`src/rtl/seq_step_pkg.sv`:
```
// Shared types and constants for the step-sequencer arbiter.
// Macro STEP_ABORT_EN (optional) enables the abort path in the arbiter and its interface.
package seq_step_pkg;

  typedef logic [1:0] state_t;

  localparam state_t ST_IDLE = 2'd0;
  localparam state_t ST_STEP = 2'd1;
  localparam state_t ST_WAIT = 2'd2;
  localparam state_t ST_DONE = 2'd3;

  localparam logic [1:0] PH_A = 2'd0;
  localparam logic [1:0] PH_B = 2'd1;
  localparam logic [1:0] PH_C = 2'd2;
  localparam logic [1:0] PH_D = 2'd3;

  typedef logic req_id_t;

endpackage

```
`src/rtl/seq_step_arbiter_if.sv`:
```
// Requester handshakes and sequencer-side outputs of the step arbiter.
// Macro STEP_ABORT_EN adds the abort input and done_aborted output.
interface seq_step_arbiter_if #(
  parameter int unsigned CNT_W = 8
);
  logic             req0_valid;
  logic [CNT_W-1:0] req0_steps;
  logic             req0_ready;
  logic             req1_valid;
  logic [CNT_W-1:0] req1_steps;
  logic             req1_ready;
  logic             en;
  logic [1:0]       phase;
  logic             phase_d;
  logic             busy;
  logic [1:0]       grant;
  logic             done;
  logic             done_id;
`ifdef STEP_ABORT_EN
  logic             abort;
  logic             done_aborted;
`endif

  modport master (
    output req0_valid, req0_steps, req1_valid, req1_steps,
`ifdef STEP_ABORT_EN
    output abort,
    input  done_aborted,
`endif
    input  req0_ready, req1_ready, en, phase, phase_d, busy, grant, done, done_id
  );

  modport slave (
    input  req0_valid, req0_steps, req1_valid, req1_steps,
`ifdef STEP_ABORT_EN
    input  abort,
    output done_aborted,
`endif
    output req0_ready, req1_ready, en, phase, phase_d, busy, grant, done, done_id
  );

endinterface

```
`src/rtl/rr_arb2.sv`:
```
// Two-input round-robin pick; on a tie the requester that did not win last time is chosen.
module rr_arb2
  import seq_step_pkg::*;
(
  input  logic [1:0] i_valid,
  input  req_id_t    i_last_id,
  output logic [1:0] o_sel,
  output req_id_t    o_sel_id
);

  always_comb begin
    o_sel_id = 1'b0;
    case (i_valid)
      2'b01:   o_sel_id = 1'b0;
      2'b10:   o_sel_id = 1'b1;
      2'b11:   o_sel_id = ~i_last_id;
      default: o_sel_id = 1'b0;
    endcase
    o_sel = 2'b00;
    if (i_valid != 2'b00) o_sel = o_sel_id ? 2'b10 : 2'b01;
  end

endmodule

```
`src/rtl/seq_step_arbiter.sv`:
```
// Round-robin scheduler driving a shared 4-phase step sequencer with gapped enable pulses.
// Macro STEP_ABORT_EN adds an abort input that ends the running command early.
module seq_step_arbiter
  import seq_step_pkg::*;
#(
  parameter int unsigned CNT_W = 8,
  parameter int unsigned GAP   = 1
) (
  input logic               clk,
  input logic               rst,
  seq_step_arbiter_if.slave bus
);

  localparam int unsigned GAP_W = (GAP > 1) ? $clog2(GAP) : 1;
  localparam logic [GAP_W-1:0] GAP_LOAD = GAP_W'((GAP > 0) ? GAP - 1 : 0);

  state_t           r_state,     w_state_nxt;
  logic [1:0]       r_phase,     w_phase_nxt;
  logic [CNT_W-1:0] r_remaining, w_rem_nxt;
  logic [GAP_W-1:0] r_gap,       w_gap_nxt;
  req_id_t          r_last_id,   w_last_nxt;
  req_id_t          r_owner,     w_owner_nxt;
  logic [1:0]       r_grant,     w_grant_nxt;
`ifdef STEP_ABORT_EN
  logic             r_aborted,   w_aborted_nxt;
`endif

  logic [1:0]       w_sel;
  req_id_t          w_sel_id;
  logic             w_idle;
  logic             w_accept;
  logic             w_abort;
  logic [CNT_W-1:0] w_steps;

  rr_arb2 u_rr_arb2 (
    .i_valid   ({bus.req1_valid, bus.req0_valid}),
    .i_last_id (r_last_id),
    .o_sel     (w_sel),
    .o_sel_id  (w_sel_id)
  );

  assign w_idle         = (r_state == ST_IDLE);
  assign w_accept       = w_idle && (w_sel != 2'b00);
  assign w_steps        = w_sel_id ? bus.req1_steps : bus.req0_steps;
  assign bus.req0_ready = w_idle && w_sel[0];
  assign bus.req1_ready = w_idle && w_sel[1];

`ifdef STEP_ABORT_EN
  assign w_abort = bus.abort;
`else
  assign w_abort = 1'b0;
`endif

  always_comb begin
    w_state_nxt   = r_state;
    w_phase_nxt   = r_phase;
    w_rem_nxt     = r_remaining;
    w_gap_nxt     = r_gap;
    w_last_nxt    = r_last_id;
    w_owner_nxt   = r_owner;
    w_grant_nxt   = r_grant;
`ifdef STEP_ABORT_EN
    w_aborted_nxt = r_aborted;
`endif
    case (r_state)
      ST_IDLE: begin
        if (w_accept) begin
          w_rem_nxt   = w_steps;
          w_grant_nxt = w_sel;
          w_owner_nxt = w_sel_id;
          w_state_nxt = (w_steps != '0) ? ST_STEP : ST_DONE;
`ifdef STEP_ABORT_EN
          w_aborted_nxt = 1'b0;
`endif
        end
      end
      ST_STEP: begin
        // The enable of this cycle is issued even when an abort is sampled.
        w_phase_nxt = r_phase + 2'd1;
        w_rem_nxt   = r_remaining - CNT_W'(1);
        if (w_abort || (r_remaining == CNT_W'(1))) begin
          w_state_nxt = ST_DONE;
`ifdef STEP_ABORT_EN
          w_aborted_nxt = w_abort;
`endif
        end else if (GAP == 0) begin
          w_state_nxt = ST_STEP;
        end else begin
          w_state_nxt = ST_WAIT;
          w_gap_nxt   = GAP_LOAD;
        end
      end
      ST_WAIT: begin
        if (w_abort) begin
          w_state_nxt = ST_DONE;
`ifdef STEP_ABORT_EN
          w_aborted_nxt = 1'b1;
`endif
        end else if (r_gap == '0) begin
          w_state_nxt = ST_STEP;
        end else begin
          w_gap_nxt = r_gap - GAP_W'(1);
        end
      end
      ST_DONE: begin
        w_last_nxt  = r_owner;
        w_grant_nxt = 2'b00;
        w_state_nxt = ST_IDLE;
      end
      default: w_state_nxt = ST_IDLE;
    endcase
  end

  always_ff @(posedge clk) begin
    if (rst) begin
      r_state     <= ST_IDLE;
      r_phase     <= PH_A;
      r_remaining <= '0;
      r_gap       <= '0;
      r_last_id   <= 1'b1;
      r_owner     <= 1'b0;
      r_grant     <= 2'b00;
`ifdef STEP_ABORT_EN
      r_aborted   <= 1'b0;
`endif
    end else begin
      r_state     <= w_state_nxt;
      r_phase     <= w_phase_nxt;
      r_remaining <= w_rem_nxt;
      r_gap       <= w_gap_nxt;
      r_last_id   <= w_last_nxt;
      r_owner     <= w_owner_nxt;
      r_grant     <= w_grant_nxt;
`ifdef STEP_ABORT_EN
      r_aborted   <= w_aborted_nxt;
`endif
    end
  end

  assign bus.en      = (r_state == ST_STEP);
  assign bus.phase   = r_phase;
  assign bus.phase_d = (r_phase == PH_D);
  assign bus.busy    = !w_idle;
  assign bus.grant   = r_grant;
  assign bus.done    = (r_state == ST_DONE);
  assign bus.done_id = (r_state == ST_DONE) && r_owner;
`ifdef STEP_ABORT_EN
  assign bus.done_aborted = (r_state == ST_DONE) && r_aborted;
`endif

endmodule

```
`src/flat_wrapper.sv`:
```
// flat-port wrapper written by rule: the top's interface ports become plain ports
module seq_step_arbiter_flat import seq_step_pkg::*;
#(
  parameter int unsigned CNT_W = 8,
  parameter int unsigned GAP   = 1
)
  (clk, rst, bus_req0_valid, bus_req0_steps, bus_req1_valid, bus_req1_steps, bus_req0_ready, bus_req1_ready, bus_en, bus_phase, bus_phase_d, bus_busy, bus_grant, bus_done, bus_done_id);
  seq_step_arbiter_if #(.CNT_W(CNT_W)) bus_i ();
  input logic clk;
  input logic rst;
  input wire logic [$bits(bus_i.req0_valid)-1:0] bus_req0_valid;
  input wire logic [$bits(bus_i.req0_steps)-1:0] bus_req0_steps;
  input wire logic [$bits(bus_i.req1_valid)-1:0] bus_req1_valid;
  input wire logic [$bits(bus_i.req1_steps)-1:0] bus_req1_steps;
  output wire logic [$bits(bus_i.req0_ready)-1:0] bus_req0_ready;
  output wire logic [$bits(bus_i.req1_ready)-1:0] bus_req1_ready;
  output wire logic [$bits(bus_i.en)-1:0] bus_en;
  output wire logic [$bits(bus_i.phase)-1:0] bus_phase;
  output wire logic [$bits(bus_i.phase_d)-1:0] bus_phase_d;
  output wire logic [$bits(bus_i.busy)-1:0] bus_busy;
  output wire logic [$bits(bus_i.grant)-1:0] bus_grant;
  output wire logic [$bits(bus_i.done)-1:0] bus_done;
  output wire logic [$bits(bus_i.done_id)-1:0] bus_done_id;
  assign bus_i.req0_valid = bus_req0_valid;
  assign bus_i.req0_steps = bus_req0_steps;
  assign bus_i.req1_valid = bus_req1_valid;
  assign bus_i.req1_steps = bus_req1_steps;
  assign bus_req0_ready = bus_i.req0_ready;
  assign bus_req1_ready = bus_i.req1_ready;
  assign bus_en = bus_i.en;
  assign bus_phase = bus_i.phase;
  assign bus_phase_d = bus_i.phase_d;
  assign bus_busy = bus_i.busy;
  assign bus_grant = bus_i.grant;
  assign bus_done = bus_i.done;
  assign bus_done_id = bus_i.done_id;
  seq_step_arbiter #(.CNT_W(CNT_W), .GAP(GAP)) u_core (.clk(clk), .rst(rst), .bus(bus_i));
endmodule
```
`config.mk`:
```
export PLATFORM = sky130hd
export DESIGN_NAME = seq_step_arbiter_flat
export DESIGN_NICKNAME = d
export VERILOG_FILES = /design/src/rtl/seq_step_pkg.sv /design/src/rtl/seq_step_arbiter_if.sv /design/src/rtl/rr_arb2.sv /design/src/rtl/seq_step_arbiter.sv /design/src/flat_wrapper.sv
export SDC_FILE = /design/constraint.sdc
export NUM_CORES = 1
export LEC_CHECK = 0
export ABC_AREA = 1
export CAP_MARGIN = 40
export CORE_UTILIZATION = 46
export CTS_CLUSTER_DIAMETER = 200
export CTS_CLUSTER_SIZE = 24
export DETAILED_ROUTE_END_ITERATION = 8
export PLACE_DENSITY = 0.87
export RECOVER_POWER = 100
export SETUP_SLACK_MARGIN = 0.5
export SKIP_LAST_GASP = 1
export SLEW_MARGIN = 40
export SYNTH_ARGS = -nofsm -noshare
export SYNTH_HDL_FRONTEND = slang
export SYNTH_SLANG_ARGS = --single-unit
export TNS_END_PERCENT = 100
```
`constraint.sdc`:
```
create_clock -name clk -period 1.4 [get_ports clk]
set_input_delay 0.14 -clock clk [delete_from_list [all_inputs] [get_ports clk]]
set_output_delay 0.14 -clock clk [all_outputs]
set_load 0.005 [all_outputs]
```
==> results of run 1 <==
==> repair_timing <==
item | 4_1_cts | 5_1_grt
cloned | 1 | 0
buffers inserted | 13 | 6
pin swaps | 15 | 16
setup endpoints to repair | 26 | 26
gates resized for setup | 86 | 35
==> metal layers <==
metal / vias up / share of wire / wire length (µm) / GRT usage
met4: 0 / 0.078 / 430 / 0.2794
met3: 52 / 0.11 / 592 / 0.09034
met2: 151 / 0.46 / 2536 / 0.6461
met1: 708 / 0.36 / 1962 / 0.3624
li1: 644 / - / - / -
met5: - / 0 / 0 / 0
==> layout make-up <==
class / count / share of cell area
flip-flops and latches: 16 / 0.1739
multi-input cells: 110 / 0.3793
clock buffers: 4 / 0.01903
well taps: 27 / 0.01772
inverters: 33 / 0.07546
repair inverters: 1 / 0.001969
repair buffers: 68 / 0.3327
==> power breakdown <==
part | switching, mW | internal, mW
logic | 0.502 | 0.436
registers | 0.0671 | 0.515
clock network | 0.187 | 0.159
==> sequential cells by signal, summed over array words and instances, names as in the netlist <==
name,cells
u_core.r_remaining,8
u_core.bus.grant,2
u_core.bus.phase,2
u_core.r_state,2
u_core.r_last_id,1
u_core.r_owner,1
==> worst min-delay path: cells and delay by family <==
kind	cells	cell delay [ns]
AOI/OAI and AO/OA	1	0.06
and+or+nand+nor	2	0.18
buffers and inverters	2	0.38
==> placed cells by master (no fill, tap or decap), types with 2 or more instances in the layout <==
| cell type | count |
|---|---|
| nand2_1 | 27 |
| inv_1 | 24 |
| buf_6 | 23 |
| buf_4 | 19 |
| clkdlybuf4s50_1 | 18 |
| nand3_1 | 11 |
| dfxtp_1 | 11 |
| nand2_2 | 8 |
| nor2_4 | 8 |
| o21ai_1 | 7 |
| nor2_1 | 7 |
| inv_2 | 6 |
| a21oi_1 | 6 |
| nand2_4 | 5 |
| nor2_2 | 5 |
| buf_2 | 5 |
| nand3b_1 | 4 |
| nand3_2 | 4 |
| a31oi_1 | 3 |
| clkbuf_4 | 3 |
| dfxtp_2 | 3 |
| inv_4 | 2 |
| inv_8 | 2 |
| a21oi_2 | 2 |
| o21ai_0 | 2 |
| ha_4 | 2 |
| dfxtp_4 | 2 |
==> through the flow <==
step	setup TNS (ns)	std cells
after floorplan	0	161
after global placement	-1.235	235
after detailed placement	-2.017	235
after CTS	0	253
after global routing	-0.1810	259
final	-0.1525	259
==> path summary, 6_finish.rpt <==
path	startpoint	endpoint	slack, ns	depth (start not counted)
hold / removal	bus_req1_valid	u_core.bus.grant[1]	0.48	5
setup / recovery	u_core.r_state[1]	u_core.r_remaining[5]	-0.07	8
setup reg to reg	u_core.r_state[1]	u_core.r_remaining[5]	-0.07	8
hold reg to reg	u_core.r_owner	u_core.r_owner	0.54	2
==> cell families after synthesis <==
family | count (synthesis) | synth area share
adder cells (fa/ha/maj) | 3 | 0.03659
AND/OR/NAND/NOR | 83 | 0.3805
flip-flops | 16 | 0.3122
AO/OA/AOI/OAI | 23 | 0.1220
buffers and inverters | 35 | 0.1402
XOR/XNOR | 1 | 0.008538
==> run summary, run 1 <==
The first routing iteration left 163 violations. The final-report max-slew violation count came out at 0. The remaining number of nets flagged by the antenna check after routing is 0, and the count of port buffers added during placement is 30. Final period utilization: 1.048. At the placement stage, the worst setup path has a slack of -0.2431 ns.

The total of flip-flops plus latches after synthesis was 16. The synthesized netlist contains 26 unique library cells. Synthesis produced 161 cells. The area share of the leading cell type in the synthesized netlist works out to 0.3122.

The power density relative to cell area came out at 978.9 mW/mm². Entering global routing, the biggest net connects 13 pins. The number of clock buffers added by TritonCTS is 3. The final reports fail on setup timing. The number of endpoints with negative hold slack in the final report came out at 0.

After detailed routing, the number of vias per cell comes to 6.004. The fraction of synthesis flops using an asynchronous set or reset pin came out at 0. The tightest min-delay check is of the primary input to register type. The sequential cells in the finished layout cover a total of 331.6 µm². The total chip power was 1.867 mW; the total detailed-routing wirelength was 5521 µm.

The initialized floorplan defines 16 standard-cell rows. From bottom edge to top edge, the die measures 49.23 µm. Clock latency on the worst-skew pair, taken at its later pin, is 0.33 ns.

Critical-path cell with the highest stage delay: dfxtp_4. The tools report the number of antenna violations at the first check in global routing as 0. The worst hold slack is 0.4801 ns, and the total global-route track usage is 0.3655. The repair_antennas step left the layout with diodes totalling 0. The placed instances occupy a cell area of 0.001520 mm². For the remaining routing DRC violations, the log shows 0. Ranked by instance count, the synthesized netlist is headed by nand2_1, inv_1, nor2_1. The finished cells cover 0.001907 mm². On the final layout, the worst clock skew is 0.02312 ns.

The slew at the pin with the worst max-slew slack was 0.3239 ns. The flow ran to the end, but the final reports show violations. Startpoint kind of the worst setup timing path: a register. Setup repair after global routing could not meet its margin everywhere.

The share of layout cells above drive strength 1 works out to 0.4483. At the end of routability-driven placement, the weighted congestion stood at 0.8151. The tools report the fraction of the yosys area taken by sequential cells as 0.3122.

The area growth from synthesis to layout is 85.85%. The cell sitting at the root of the clock tree is a clkbuf_4. After detailed routing, the average wire length per cell comes to 21.32 µm.

The floorplan step defined a core boundary enclosing 0.002022 mm². At the end of the flow, the number of nets in the layout was 256. TritonCTS built the clock tree.

Yosys printed 0 warnings. STA classifies the critical path endpoint as a register. The run gives 0 as the aggregate global routing overflow. Data arrives at the worst endpoint at 1.67 ns. Maximum net fanout on the critical path: 5. The first-pass detailed-route iteration total was 7. Across the run, the number of max-cap violations was 0. The number of I/O pins is 31. The tools report the first-pass GRT wire length as 6465 µm. After filler insertion, the fill cell instance count of the layout stands at 65. Data on the critical path is required at its endpoint by 1.61 ns. The detailed-placement wirelength estimate was 2381 µm; the post-CTS clock slew at the launch and capture registers of the worst setup and hold paths was 0.12 ns. The via count of the first global-routing pass is 1438. For the area occupied by multi-input gates, the log shows 723.2 µm².

The routed layout has 1555 vias. The logs give 0.7829 for the worst slew slack as a fraction of its limit and 0.9198 nW for the leakage component of the power. Setup slack after layout: -0.06774 ns. The critical path contains buffers and inverters numbering 3 combined.

On the worst path, the slowest cell contributes a delay of 0.40 ns. In this run, post-CTS hold repair placed 0 buffers. The time the final worst path needs with I/O delays and setup was 1.468 ns. From left edge to right edge, the die measures 49.23 µm.

The synthesized area divided by synthesized cell count came out at 6.373 µm². IR analysis of the VDD net gives a maximum drop of 1.046 mV. The number of nets in the synthesized netlist is 184.

The dominant register cell in the synthesized netlist was dfxtp_1. The synthesized netlist occupies a cell area of 0.001026 mm². Cell taking the most area after synthesis: dfxtp_1. The critical path is of the register to register type.

Ranked by total cell area, the synthesized netlist is headed by dfxtp_1, nand2_1, inv_1. The run gives 0.9431 as the final standard cell utilization of the core. Walking the worst path, the cells encountered are buf_6 -> nor2_4 -> buf_6 -> nand2_1 -> o21ai_1 -> o211ai_1 -> nand2_1 -> inv_1.

The initial standard-cell utilization of the core came out at 0.5074. The run gives 681.3 MHz as the highest clock frequency the design can meet. The run gives 5 as the number of failing setup endpoints in the final timing report. The number of H-tree levels came out at 1. The synthesized design contains 0 enable-type register cells.

The kind of cell with the highest combined delay along the critical path is flip-flops. The tools report the clock sink total as 16. The number of buffers between clock root and the deepest sink came out at 2.

The area of the die came out at 0.002423 mm². The most instantiated library cell after synthesis was nand2_1.
No activity file was read; power rests on OpenSTA's default activity.
==> run 2: changes to the inputs <==
--- a/config.mk
+++ b/config.mk
@@ -11,12 +11,13 @@
 export CTS_CLUSTER_DIAMETER = 200
 export CTS_CLUSTER_SIZE = 24
 export DETAILED_ROUTE_END_ITERATION = 8
-export PLACE_DENSITY = 0.87
+export PLACE_DENSITY = 0.85
 export RECOVER_POWER = 100
 export SETUP_SLACK_MARGIN = 0.5
 export SKIP_LAST_GASP = 1
 export SLEW_MARGIN = 40
 export SYNTH_ARGS = -nofsm -noshare
 export SYNTH_HDL_FRONTEND = slang
+export SYNTH_HIERARCHICAL = 1
 export SYNTH_SLANG_ARGS = --single-unit
 export TNS_END_PERCENT = 100
==> run summary, run 2 <==
The flow ran to the end, but the final reports show violations. The final reports fail on setup timing. Clock tree synthesis inserted a total of 3 buffers. The post-synthesis cell count came out at 171. The die boundary width is 50.90 µm. Leaving out fill and tap cells, the most frequent cell in the layout is nand2_1. The post-CTS clock slew at the launch and capture registers of the worst setup and hold paths is 0.12 ns, and the number of failing setup endpoints in the final timing report is 8. Category of the critical setup timing path: register to register. Total detailed-routing wirelength: 5374 µm.

Summed over all instances, the cell type with the most area after synthesis is dfxtp_1. Fraction of synthesis flops using an asynchronous set or reset pin: 0. Dominant register cell in the synthesized netlist: dfxtp_1. Counting flops and latches in the post-synthesis netlist gives 16. The run gives 6 as the count of synthesis-stage warnings from yosys. The logs give 0.2912 for the fraction of the yosys area taken by sequential cells and 0 for the number of antenna violations at the first check in global routing. The run gives 0.4924 as the initial standard-cell utilization of the core. The library cells used most frequently in the layout, excluding fill and tap cells, are nand2_1, buf_6, inv_1. After floorplanning, the core was divided into 17 placement rows. The later pin in the worst-skew pair is clocked with a latency of 0.30 ns. For the count of max-cap constraint violations, the log shows 0. Ranked by total cell area, the synthesized netlist is headed by dfxtp_1, nand2_1, inv_1. Routability-driven placement finished with a final weighted congestion of 0.8587. Derived from the worst setup path, the maximum achievable clock frequency is 591.8 MHz. The number of endpoints with negative hold slack in the final report came out at 0. During I/O placement, the number of pins put on the boundary was 31. STA puts the critical path data arrival time at 1.91 ns. The power density relative to cell area came out at 1108 mW/mm². Area share of the leading cell type in the synthesized netlist: 0.2912. The number of nets at the end of the flow is 264.

The tools report the standard cell area after detailed placement as 0.001518 mm². The slew at the pin with the worst max-slew slack was 0.3428 ns; the total global-route track usage was 0.2986. The worst hold slack came out at 0.4946 ns. More flip-flops sit in one register than any other, and that register is u_core/r_remaining. The total core area is 0.002233 mm².

Dividing the detail-routed wire length by the instance count gives 20.05 µm. The finished cells cover 0.002006 mm². For the first-pass GRT wire length, the log shows 5706 µm. Number of filler instances in the final layout: 92.

The commonest cells after synthesis are nand2_1, inv_1, nor2_1. The synthesized net count came out at 194. Number of vias per cell after detailed routing: 5.948. The setup clock skew after layout came out at 0.01066 ns. The number of DRC markers after the initial detailed-route iteration was 124; the worst slew slack as a fraction of its limit was 0.7690. For this run the aggregate overflow at the end of global routing stands at 0. The final standard cell utilization of the core came out at 0.8980. After synthesis, the mean cell area works out to 6.432 µm². Once detailed placement completed, the half-perimeter wirelength came to 2180 µm. The detail route stage leaves a number of antenna-violating nets equal to 0. Summing every instance area after synthesis gives 0.001100 mm². Counting I/O delays and the setup requirement, the final critical path takes 1.690 ns. STA classifies the critical path endpoint as a register. Entering global routing, the biggest net connects 18 pins. Setup repair after global routing could not meet its margin everywhere. The most instantiated library cell after synthesis is nand2_1.

The final period utilization was 1.207; the number of flip-flops under the largest register name was 8. The run gives 0 as the count of hold-fix buffers inserted at cts. TritonCTS built the clock tree. The run gives 0.002590 mm² as the area of the die. The setup slack after layout was -0.2897 ns; the maximum net fanout on the critical path was 17. The number of enable flip-flop cells after synthesis was 0; the relative area change from synthesis to final layout was 82.37%. The final-report max-slew violation count was 0; the count of port buffers added during placement was 30. The first-pass detailed-route iteration total was 7. The tools report the cell chosen for the clock root as clkbuf_4. The netlist uses 25 different library cells. Counting every sink on the clock net gives 16. The share of layout cells above drive strength 1 is 0.4458. The logs give 1 for the number of H-tree levels and 0.7836 mV for the maximum vdd ir drop.

The longest clock path from root to sink contains 2 buffers. The type of the most critical hold path is register to register. The logs give 1332 for the via count of the first global-routing pass and 0.9634 nW for the leakage component of the power. In the routed design, unresolved DRC markers number 0. The die is 50.90 µm tall. The tools report the startpoint kind of the worst setup timing path as a register. For the number of diodes, the log shows 0. The total number of vias is 1594. Required time at the worst-slack endpoint: 1.62 ns.
-- run 2: changes by cell type in the layout (fill, tap and decap cells not counted), moves of 4 or more --
cell | before | now
o21ai_1 | 7 | 3
nand3b_1 | 4 | 0
nand2_1 | 27 | 33
nor2_1 | 7 | 15
o21ai_2 | 0 | 8
nand2_2 | 8 | 4
-- run 2: area by class of cell --
class                      count  area (µm²)  share of cell area
timing repair buffer          69       674.4              0.3362
clock buffer                   4       36.28             0.01809
inverter                      32       152.6             0.07611
tap                           28       35.03             0.01747
sequential                    16       335.3              0.1672
multi-input combinational    119       772.0              0.3849
-- run 2: cells by family after synthesis --
kind of cell	after synthesis	share of synthesized area
flip-flops	16	0.2912
AND/OR/NAND/NOR	84	0.3345
XOR/XNOR	2	0.01593
adder cells (fa/ha/maj)	3	0.03413
AO/OA/AOI/OAI	30	0.1729
buffers and inverters	36	0.1513
-- run 2: metal layers --
metal  GRT usage  wire length [µm]
met5           0                 0
met4      0.1019               389
met3     0.04464               490
met2      0.6000              2438
met1      0.3071              2056
-- run 2: power breakdown --
part	total (mW)	switching [mW]	internal, mW
logic	1.25	0.660	0.592
clock network	0.337	0.179	0.159
registers	0.632	0.0997	0.533
total	2.22	0.939	1.28
-- run 2: path summary, 6_finish.rpt --
| kind | to | slack [ns] | depth (start not counted) | from |
|---|---|---|---|---|
| max | u_core/r_state[1] | -0.29 | 9 | u_core/r_last_id |
| min | u_core/r_remaining[7] | 0.49 | 2 | u_core/r_remaining[7] |
| max reg2reg | u_core/r_state[1] | -0.29 | 9 | u_core/r_last_id |
| min reg2reg | u_core/r_remaining[7] | 0.49 | 2 | u_core/r_remaining[7] |
-- run 2: what timing repair did --
item                                    4_1_cts  5_1_grt
setup buffers                                16       11
pin swaps                                    12       13
gates resized for setup                      74       53
endpoints found under the setup margin       27       27
-- run 2: through the flow --
stage	power [mW]	TNS, ns	std cells	setup slack (ns)
after floorplan	1.093	0	171	0.2125
after global placement	1.344	-2.330	237	-0.2912
after detailed placement	1.376	-2.921	237	-0.3415
after CTS	1.823	-0.007691	257	-0.007691
after global routing	2.306	-1.189	268	-0.3682
final	2.222	-0.8014	268	-0.2897
-- run 2: worst max-delay path: stages (launching register included) --
cell and delay, ns:
dfxtp_4 0.39, buf_4 0.15, a21oi_4 0.15, buf_12 0.17
nand2_1 0.09, o21ai_2 0.09, nand2_1 0.11, nor2_1 0.14
nand3_1 0.12, a21oi_1 0.21
